[src/rtl/celery_pkg.sv]
`default_nettype none
// ============================================================================
// Package  : celery_pkg
// Brief    : Shared Celery3D fixed-point, fragment and depth-test definitions
// Revision : 1.0
// ============================================================================
package celery_pkg;

    typedef logic signed [31:0] fp32_t;   // S15.16
    typedef logic [15:0]        z16_t;

    localparam fp32_t FP_ONE = 32'sh0001_0000;

    typedef enum logic [2:0] {
        GR_CMP_NEVER    = 3'd0,  // never passes
        GR_CMP_LESS     = 3'd1,  // new <  buf
        GR_CMP_EQUAL    = 3'd2,  // new == buf
        GR_CMP_LEQUAL   = 3'd3,  // new <= buf
        GR_CMP_GREATER  = 3'd4,  // new >  buf
        GR_CMP_NOTEQUAL = 3'd5,  // new != buf
        GR_CMP_GEQUAL   = 3'd6,  // new >= buf
        GR_CMP_ALWAYS   = 3'd7   // always passes
    } depth_func_t;

    typedef struct packed {
        logic [15:0] x;
        logic [15:0] y;
        fp32_t       z;
        fp32_t       r;
        fp32_t       g;
        fp32_t       b;
        logic        valid;
    } fragment_t;

    // Clamp to [0, FP_ONE-1] and keep the top 'bits' fraction bits.
    function automatic logic [15:0] fp_to_unorm(fp32_t v, int bits);
        logic [15:0] c;
        if (v < 0)
            c = 16'h0000;
        else if (v >= FP_ONE)
            c = 16'hFFFF;
        else
            c = v[15:0];
        return c >> (16 - bits);
    endfunction

    function automatic z16_t fp_to_z16(fp32_t z);
        if (z < 0)
            return 16'h0000;
        else if (z >= FP_ONE)
            return 16'hFFFF;
        else
            return z[15:0];
    endfunction

    function automatic logic depth_pass(depth_func_t f, z16_t new_z, z16_t buf_z);
        case (f)
            GR_CMP_NEVER:    return 1'b0;
            GR_CMP_LESS:     return new_z <  buf_z;
            GR_CMP_EQUAL:    return new_z == buf_z;
            GR_CMP_LEQUAL:   return new_z <= buf_z;
            GR_CMP_GREATER:  return new_z >  buf_z;
            GR_CMP_NOTEQUAL: return new_z != buf_z;
            GR_CMP_GEQUAL:   return new_z >= buf_z;
            default:         return 1'b1;
        endcase
    endfunction

    function automatic logic [15:0] pack_rgb565(logic [4:0] r, logic [5:0] g, logic [4:0] b);
        return {r, g, b};
    endfunction

endpackage
`default_nettype wire

[src/rtl/frag_colorpack.sv]
`default_nettype none
// ============================================================================
// Module   : frag_colorpack
// Brief    : Clamps S15.16 RGB channels and packs them into RGB565
// Revision : 1.0
// ============================================================================
module frag_colorpack
    import celery_pkg::*;
(
    input  fp32_t       r,
    input  fp32_t       g,
    input  fp32_t       b,
    output logic [15:0] rgb565
);

    assign rgb565 = pack_rgb565(5'(fp_to_unorm(r, 5)),
                                6'(fp_to_unorm(g, 6)),
                                5'(fp_to_unorm(b, 5)));

endmodule
`default_nettype wire

[src/rtl/frag_writer.sv]
`default_nettype none
// ============================================================================
// Module   : frag_writer
// Brief    : Depth-tests rasterizer fragments and issues RGB565 / Z16 writes
// Revision : 1.0
// ============================================================================
module frag_writer
    import celery_pkg::*;
#(
    parameter int FB_WIDTH  = 640,
    parameter int FB_HEIGHT = 480,
    parameter int ADDR_BITS = 19
) (
    input  logic                 clk,
    input  logic                 rst_n,
    input  fragment_t            frag_in,
    input  logic                 frag_valid,
    output logic                 frag_ready,
    input  logic                 depth_test_en,
    input  depth_func_t          depth_func,
    input  logic                 depth_write_en,
    input  logic                 color_write_en,
    output logic                 z_rd_en,
    output logic [ADDR_BITS-1:0] z_rd_addr,
    input  z16_t                 z_rd_data,
    input  logic                 z_rd_valid,
    output logic                 z_wr_en,
    output logic [ADDR_BITS-1:0] z_wr_addr,
    output z16_t                 z_wr_data,
    output logic                 fb_wr_en,
    output logic [ADDR_BITS-1:0] fb_wr_addr,
    output logic [15:0]          fb_wr_data,
    input  logic                 fb_wr_ready,
    output logic [31:0]          cnt_written,
    output logic [31:0]          cnt_zkilled,
    output logic [31:0]          cnt_clipped
);

    localparam logic [1:0] S_IDLE   = 2'd0;
    localparam logic [1:0] S_Z_READ = 2'd1;
    localparam logic [1:0] S_Z_WAIT = 2'd2;
    localparam logic [1:0] S_WRITE  = 2'd3;

    localparam logic [31:0] c_fb_width  = 32'(FB_WIDTH);
    localparam logic [31:0] c_fb_height = 32'(FB_HEIGHT);

    logic [1:0]           r_state;
    logic [ADDR_BITS-1:0] r_addr;
    z16_t                 r_z16;
    logic [15:0]          r_color;
    depth_func_t          r_func;
    logic                 r_dwe;
    logic                 r_cwe;

    logic [15:0]          w_color;
    logic [ADDR_BITS-1:0] w_addr;
    logic                 w_clip;
    logic                 w_accept;
    logic                 w_fb_done;

    frag_colorpack u_colorpack (
        .r      (frag_in.r),
        .g      (frag_in.g),
        .b      (frag_in.b),
        .rgb565 (w_color)
    );

    assign frag_ready = (r_state == S_IDLE);
    assign w_accept   = frag_valid && frag_ready;
    assign w_addr     = ADDR_BITS'(32'(frag_in.y) * c_fb_width + 32'(frag_in.x));
    assign w_clip     = (32'(frag_in.x) >= c_fb_width) || (32'(frag_in.y) >= c_fb_height);
    // With colour writes masked, the write phase completes without a handshake.
    assign w_fb_done  = !r_cwe || (fb_wr_en && fb_wr_ready);

    always_ff @(posedge clk or negedge rst_n) begin
        if (!rst_n) begin
            r_state     <= S_IDLE;
            r_addr      <= '0;
            r_z16       <= '0;
            r_color     <= '0;
            r_func      <= GR_CMP_NEVER;
            r_dwe       <= 1'b0;
            r_cwe       <= 1'b0;
            z_rd_en     <= 1'b0;
            z_rd_addr   <= '0;
            z_wr_en     <= 1'b0;
            z_wr_addr   <= '0;
            z_wr_data   <= '0;
            fb_wr_en    <= 1'b0;
            fb_wr_addr  <= '0;
            fb_wr_data  <= '0;
            cnt_written <= '0;
            cnt_zkilled <= '0;
            cnt_clipped <= '0;
        end else begin
            z_rd_en <= 1'b0;
            z_wr_en <= 1'b0;
            case (r_state)
                S_IDLE: begin
                    if (w_accept) begin
                        r_addr  <= w_addr;
                        r_z16   <= fp_to_z16(frag_in.z);
                        r_color <= w_color;
                        r_func  <= depth_func;
                        r_dwe   <= depth_write_en;
                        r_cwe   <= color_write_en;
                        if (frag_in.valid) begin
                            if (w_clip) begin
                                cnt_clipped <= cnt_clipped + 32'd1;
                            end else if (depth_test_en) begin
                                r_state   <= S_Z_READ;
                                z_rd_en   <= 1'b1;
                                z_rd_addr <= w_addr;
                            end else begin
                                r_state    <= S_WRITE;
                                fb_wr_en   <= color_write_en;
                                fb_wr_addr <= w_addr;
                                fb_wr_data <= w_color;
                            end
                        end
                    end
                end
                S_Z_READ: begin
                    r_state <= S_Z_WAIT;
                end
                S_Z_WAIT: begin
                    if (z_rd_valid) begin
                        if (depth_pass(r_func, r_z16, z_rd_data)) begin
                            r_state    <= S_WRITE;
                            fb_wr_en   <= r_cwe;
                            fb_wr_addr <= r_addr;
                            fb_wr_data <= r_color;
                        end else begin
                            r_state     <= S_IDLE;
                            cnt_zkilled <= cnt_zkilled + 32'd1;
                        end
                    end
                end
                S_WRITE: begin
                    if (w_fb_done) begin
                        r_state     <= S_IDLE;
                        fb_wr_en    <= 1'b0;
                        cnt_written <= cnt_written + 32'd1;
                        if (r_dwe) begin
                            z_wr_en   <= 1'b1;
                            z_wr_addr <= r_addr;
                            z_wr_data <= r_z16;
                        end
                    end
                end
                default: r_state <= S_IDLE;
            endcase
        end
    end

endmodule
`default_nettype wire

[config.mk]
export PLATFORM = sky130hd
export DESIGN_NAME = frag_writer
export DESIGN_NICKNAME = d
export VERILOG_FILES = /design/src/rtl/celery_pkg.sv /design/src/rtl/frag_colorpack.sv /design/src/rtl/frag_writer.sv
export SDC_FILE = /design/constraint.sdc
export NUM_CORES = 1
export LEC_CHECK = 0
export ABC_AREA = 1
export BUFFER_PORTS_ARGS = -buffer_cell sky130_fd_sc_hd__buf_4
export CORE_MARGIN = 2
export CORE_UTILIZATION = 53
export CTS_CLUSTER_DIAMETER = 50
export DETAILED_ROUTE_END_ITERATION = 8
export PLACE_DENSITY = 0.81
export SLEW_MARGIN = 0
export SYNTH_ARGS = -nofsm -noshare
export SYNTH_HDL_FRONTEND = slang
export SYNTH_SLANG_ARGS = --single-unit
[constraint.sdc]
create_clock -name clk -period 2.5 [get_ports clk]
set_input_delay 0.5 -clock clk [delete_from_list [all_inputs] [get_ports clk]]
set_output_delay 0.5 -clock clk [all_outputs]
set_load 0.01 [all_outputs]
### Word-level counts from Yosys, hierarchy flattened

Index checks and enable logic that the tools add are counted.

* add/sub/neg operators: 4
* multipliers: 1
* $lt $le $gt $ge: 14
* equal/unequal tests: 18
* muxes and demuxes: 49
* bitwise gates (word level): 2
* reductions and logical operators: 18

Operators with widths (number)
* 2-to-1 mux 16 bit: 14
* >= comparator 32 x 18 -> 1 bit, second input constant: 4
* less-than comparator 32 x 1 -> 1 bit, second input constant: 4
* 2-to-1 mux 19 bit: 6
* adder 32 x 1 -> 32 bit, second input constant: 3
* case mux 19 bit (2 select lines): 1
* case mux 16 bit (2 select lines): 1
* adder 19 x 16 -> 19 bit: 1
* 2-to-1 mux 1 bit: 17
* == test 16 bit: 1
* >= comparator 16 x 10 -> 1 bit, second input constant: 1
* >= comparator 16 bit: 1
* >= comparator 16 x 9 -> 1 bit, second input constant: 1
* > comparator 16 bit: 1
* less-or-equal comparator 16 bit: 1
* less-than comparator 16 bit: 1
* multiplier 16 x 3 -> 12 bit, second input constant: 1
* inequality test 16 bit: 1
* 2-to-1 mux 2 bit: 7
* inequality test 2 bit, second input constant: 6
* AND reduction 5 bit: 2
* == test 3 bit, second input constant: 3
* case mux 2 bit (4 select lines): 1
* AND reduction 8 bit: 1
* other kinds (19): 26

* flip-flop bits (word level): 246
* input port bits: 188
* output and inout bits: 189
* logic and storage cells: 124

### Depth between registers and ports, before layout

* depth after elaboration: 8
* gate-level depth with buffers: 22
* gate-level depth less buffers: 22

### Modules after synthesis

From an unflattened synthesis, not the netlist that was laid out.

* cells, all modules: 1722
* area, all modules: 13441.6 µm²

Modules (own cells, without submodules)
* frag_writer: times used 1, cells each 1658, area an instance 13123.8 µm², seq. area each 6155.9 µm²
* frag_colorpack: times used 1, cells each 64, area an instance 317.8 µm², seq. area each 0.0 µm²

### Worst setup path after synthesis

No wires, ideal clock.

* kind: input port to flip-flop
* start: input frag_in[130] (netlist name)
* end: register fb_wr_addr[18]
* library setup time: 0.117 ns
* arrival time: 2.865 ns
* required time: 2.383 ns
* path slack: -0.482 ns
* stages: 21
* path buffers: 0
* path through: ha_1 > ha_1 > inv_1 > fa_1 > inv_1 > nand3_1 > nand2_1 > xnor2_1 > inv_1 > ha_1 > nand2_1 > nor2_1 > nand2_1 > nor2_1 > nor2_1 > nor2_1 > nand3_1 > nand3_1 > nand2_1 > nand3_1 > nand2_1

* cells in the longest elaborated chain, start to end: 7
* elaborated cells on any way between the ends: 11
* classes of those cells: add/sub (1); mul (1); order compare (1); eq/ne (1); mux (5); reduce/logical (2)

Ends and longest elaborated chain
* from (decl): RTL line frag_writer.sv:16 `input fragment_t frag_in,`
* multiplier 16 x 3 -> 12 bit: RTL line frag_writer.sv:70 `assign w_addr = ADDR_BITS'(32'(frag_in.y) * c_fb_width + 32'(frag_in.x));`
* adder 19 x 16 -> 19 bit: RTL line frag_writer.sv:70
* 2-to-1 mux 19 bit: RTL line frag_writer.sv:110 `end else if (depth_test_en) begin`
* 2-to-1 mux 19 bit: RTL line frag_writer.sv:108 `if (w_clip) begin`
* 2-to-1 mux 19 bit: RTL line frag_writer.sv:107 `if (frag_in.valid) begin`
* 2-to-1 mux 19 bit: RTL line frag_writer.sv:100 `if (w_accept) begin`
* case mux 19 bit (2 select lines): RTL line frag_writer.sv:98 `case (r_state)`
* to (signal assigned): RTL line frag_writer.sv:117 `fb_wr_addr <= w_addr;`
* to (signal assigned): RTL line frag_writer.sv:131 `fb_wr_addr <= r_addr;`
* to (decl): RTL line frag_writer.sv:31 `output logic [ADDR_BITS-1:0] fb_wr_addr,`

Several ways; a longest one is shown, not always the timed one. The select of a mux whose other input is x is not followed.
A chain may end at the register's enable or synchronous reset.

### Final worst setup path

* start: input frag_in[134] (netlist name)
* end: register fb_wr_addr[18]

Same word-level chain as after synthesis.

==> flow_summary.json <==
{
  "syn_to_final_growth_pct": 34.2,
  "synth_flop_cell": "dfrtp_1",
  "finalHoldViolations": 0,
  "grt_setup_unrepaired": "true",
  "core_mm2": 0.0251,
  "r2r_slack_ns": 0.16,
  "setup_tns_ns": -0.0472,
  "p_per_area_mw_per_mm2": 957,
  "yosys.area_share.simple_pct": 28.7,
  "arrival_ns": 2.98,
  "post_drt_wl_per_cell_um": 16.5,
  "synth_area_mm2": 0.0135,
  "worstSetupPathType": "in2reg",
  "grt_pass1_wl_um": 65300,
  "vias": 13300,
  "cts_buffer_depth": 3,
  "ant_nets": 0,
  "synth_mux_area_share_pct": 0,
  "nNetsFinal": 2358,
  "port-buffer-count": 344,
  "violations": "setup timing",
  "final_cell_mix": "nand2_1 (539), buf_4 (399), dfrtp_1 (246)",
  "peakVddDrop_mv": 0.728,
  "yosysWarnings": 0,
  "crit_path_start": "frag_in[134]",
  "dr.pass1.iters": 6,
  "crit_required_ns": 2.95,
  "r2r-start": "cnt_zkilled[0]",
  "hold_path.startpoint": "depth_func[1]",
  "clkSinkCount": 246,
  "synthCells": 1738,
  "die_area_mm2": 0.0269,
  "dp_hpwl_um": 30300,
  "routed_wl_um": 40900,
  "layout-drive-gt1-share_pct": 24.9,
  "max_freq_mhz": 395,
  "worst_slew_margin_rel_pct": 47.1,
  "die_h_um": 164,
  "ys_async_sr_fraction_pct": 100,
  "postCtsSetupRepairBufs": 0,
  "yosysSeqAreaShare_pct": 45.4,
  "synth-edff-count": 0,
  "ys_types": 41,
  "cp-start-kind": "input pin",
  "die_w_um": 164,
  "pin_count": 377,
  "mostFrequentLayoutCell": "nand2_1",
  "yosys.area_share.adder_pct": 4.45,
  "period_minus_slack_ns": 2.53,
  "path_max_fanout": 5,
  "post-synth-top-area-cell": "dfrtp_1",
  "grt_pass1_vias": 13200,
  "cts_tree": "yes",
  "grt_max_degree": 81,
  "nFillCells": 2002,
  "setup-violations-final": 2,
  "finalPower_mw": 17.4,
  "setup_slack_ns": -0.0304,
  "gp_congestion": 0.938,
  "rows": 58,
  "viasPerCell": 5.36,
  "remaining_drc_errors": 0,
  "yosys_register_bits": 246,
  "drtIter0Drc": 1238,
  "initial_core_util_pct": 54.0,
  "synthTopCellsByArea": "dfrtp_1 (45%), nand2_1 (15%), inv_1 (5.2%)",
  "cts_made_buffers": 31,
  "drv_cap": 0,
  "grtUsageTotal_pct": 30.3,
  "synth-compound-area-share_pct": 7.50,
  "hp-class": "in2reg",
  "syn_avg_cell_area_um2": 7.80,
  "synth_top_area_share_pct": 45.4,
  "clk_pin_slew_ns": 0.06,
  "syn_nets": 1973,
  "worstSetupEndpointType": "flop",
  "synth_top_family_by_area": "simple AND/OR/NAND/NOR gates",
  "max_slew.worst_pin.slew_ns": 0.793,
  "p_leak_nw": 9.47,
  "maxSlewViolCount": 0,
  "period_share_pct": 101,
  "synth-xor-area-share_pct": 6.53,
  "htreeDepth": 1,
  "fin_skew_ns": 0.0142,
  "status": "complete, but fails checks",
  "grt.overflow.total": 0,
  "clk_latency_ns": 0.57,
  "grt_antenna_before_repair": 2,
  "clock-root-buffer": "clkbuf_16"
}
==> flip-flops by register name, indices dropped and copies added, names as in the netlist <==
register / count
r_dwe: 1
r_func: 3
r_cwe: 1
z_wr_en: 1
r_color: 16
fb_wr_en: 1
r_state: 2
z_wr_addr: 19
cnt_clipped: 32
z_rd_addr: 19
r_addr: 19
cnt_zkilled: 32
fb_wr_data: 16
r_z16: 16
cnt_written: 32
fb_wr_addr: 19
z_rd_en: 1
z_wr_data: 16
==> final cells by class <==
type | instances | area (um^2) | share of cell area (%)
clock inverters | 16 | 180 | 0.991
diodes | 1 | 2.50 | 0.0138
flip-flops and latches | 246 | 6160 | 33.9
well taps | 330 | 413 | 2.27
repair buffers | 409 | 3170 | 17.4
multi-input cells | 1239 | 6640 | 36.5
inverters | 196 | 738 | 4.06
clock buffers | 40 | 890 | 4.89
==> power breakdown <==
group          switching [mW]  total [mW]  leakage [nW]  internal, mW
Clock                    1.83        4.57         0.530          2.74
Sequential              0.892        6.00          3.20          5.11
Combinational            4.03        6.82          5.75          2.80
Total                    6.75        17.4          9.47          10.6
==> what timing repair did <==
item / in CTS / in global routing
endpoints found under the hold margin: 54 / 0
setup endpoints to repair: 8 / 77
hold buffers: 1 / 0
resized for setup: 8 / 21
pin swaps: 12 / 9
gates cloned: 0 / 0
==> synthesized netlist by cell type (2+ instances only) <==
master	number
nor2_1	122
nand3_1	71
nor4_1	15
a21oi_1	33
nor2_2	5
dfrtp_1	246
o22ai_1	17
nor2_4	6
nor3_2	3
fa_1	2
buf_2	18
nand2_2	5
o21a_1	2
nor3_1	45
buf_4	5
inv_1	189
nand4_2	2
clkinv_1	2
o21bai_1	4
xor2_1	70
ha_1	45
nand3b_1	3
inv_2	4
or2_2	3
nand4_1	68
xnor2_1	31
clkbuf_1	34
nand2_1	547
o21ai_0	129
==> metal layers <==
metal  GRT usage [%]  wire [um]  vias to the layer above
li1                -          -                     6375
met1            38.1      16300                     6247
met5               0          0                        -
met3            5.51       3050                      100
met2            51.9      20000                      552
met4            11.8       1570                        0
==> worst max-delay path, cell delays in order <==
cell and delay (ns):
buf_4 0.13, ha_1 0.33, ha_4 0.28, nand2_1 0.08, nand2_1 0.06, a31oi_1 0.18, xnor2_1 0.16, ha_1 0.30
nand2_2 0.10, inv_1 0.04, a21oi_1 0.13, nand2_1 0.10, nor2_4 0.15, nor2_4 0.05, nand2_1 0.08, nand2_2 0.06
nand3_1 0.08, nand2_1 0.06, nand3_1 0.06, nand2_1 0.05
==> worst paths after layout <==
| check | to | cells past startpoint |
|---|---|---|
| max | fb_wr_addr[18] | 20 |
| min | r_func[1] | 3 |
| max reg2reg | cnt_zkilled[24] | 9 |
| min reg2reg | fb_wr_addr[5] | 2 |
| max in group asynchronous | cnt_clipped[16] | 3 |
| min in group asynchronous | cnt_written[27] | 2 |
==> cells by family (layout without fill, tap and decap cells) <==
group / Yosys count / in the layout
other cells: 0 / 1
flops: 246 / 246
fa+ha+maj: 47 / 47
simple gates: 900 / 900
xor+xnor: 101 / 101
compound gates: 191 / 191
buf+inv: 253 / 661
==> metrics by stage <==
step	hold slack, ns	cell area, um^2	worst slack, ns	instances	utilization [%]
floorplan	0.204	13700	-0.345	1738	-
global placement	0.455	17000	-0.617	2419	67.6
detailed placement	0.464	17000	-0.698	2419	67.6
CTS	0.128	18100	0.00341	2476	72.1
global route	0.151	18200	-0.164	2476	72.4
finish	0.145	18200	-0.0304	2477	72.4
Note: power is estimated with default switching activity, not from simulation.
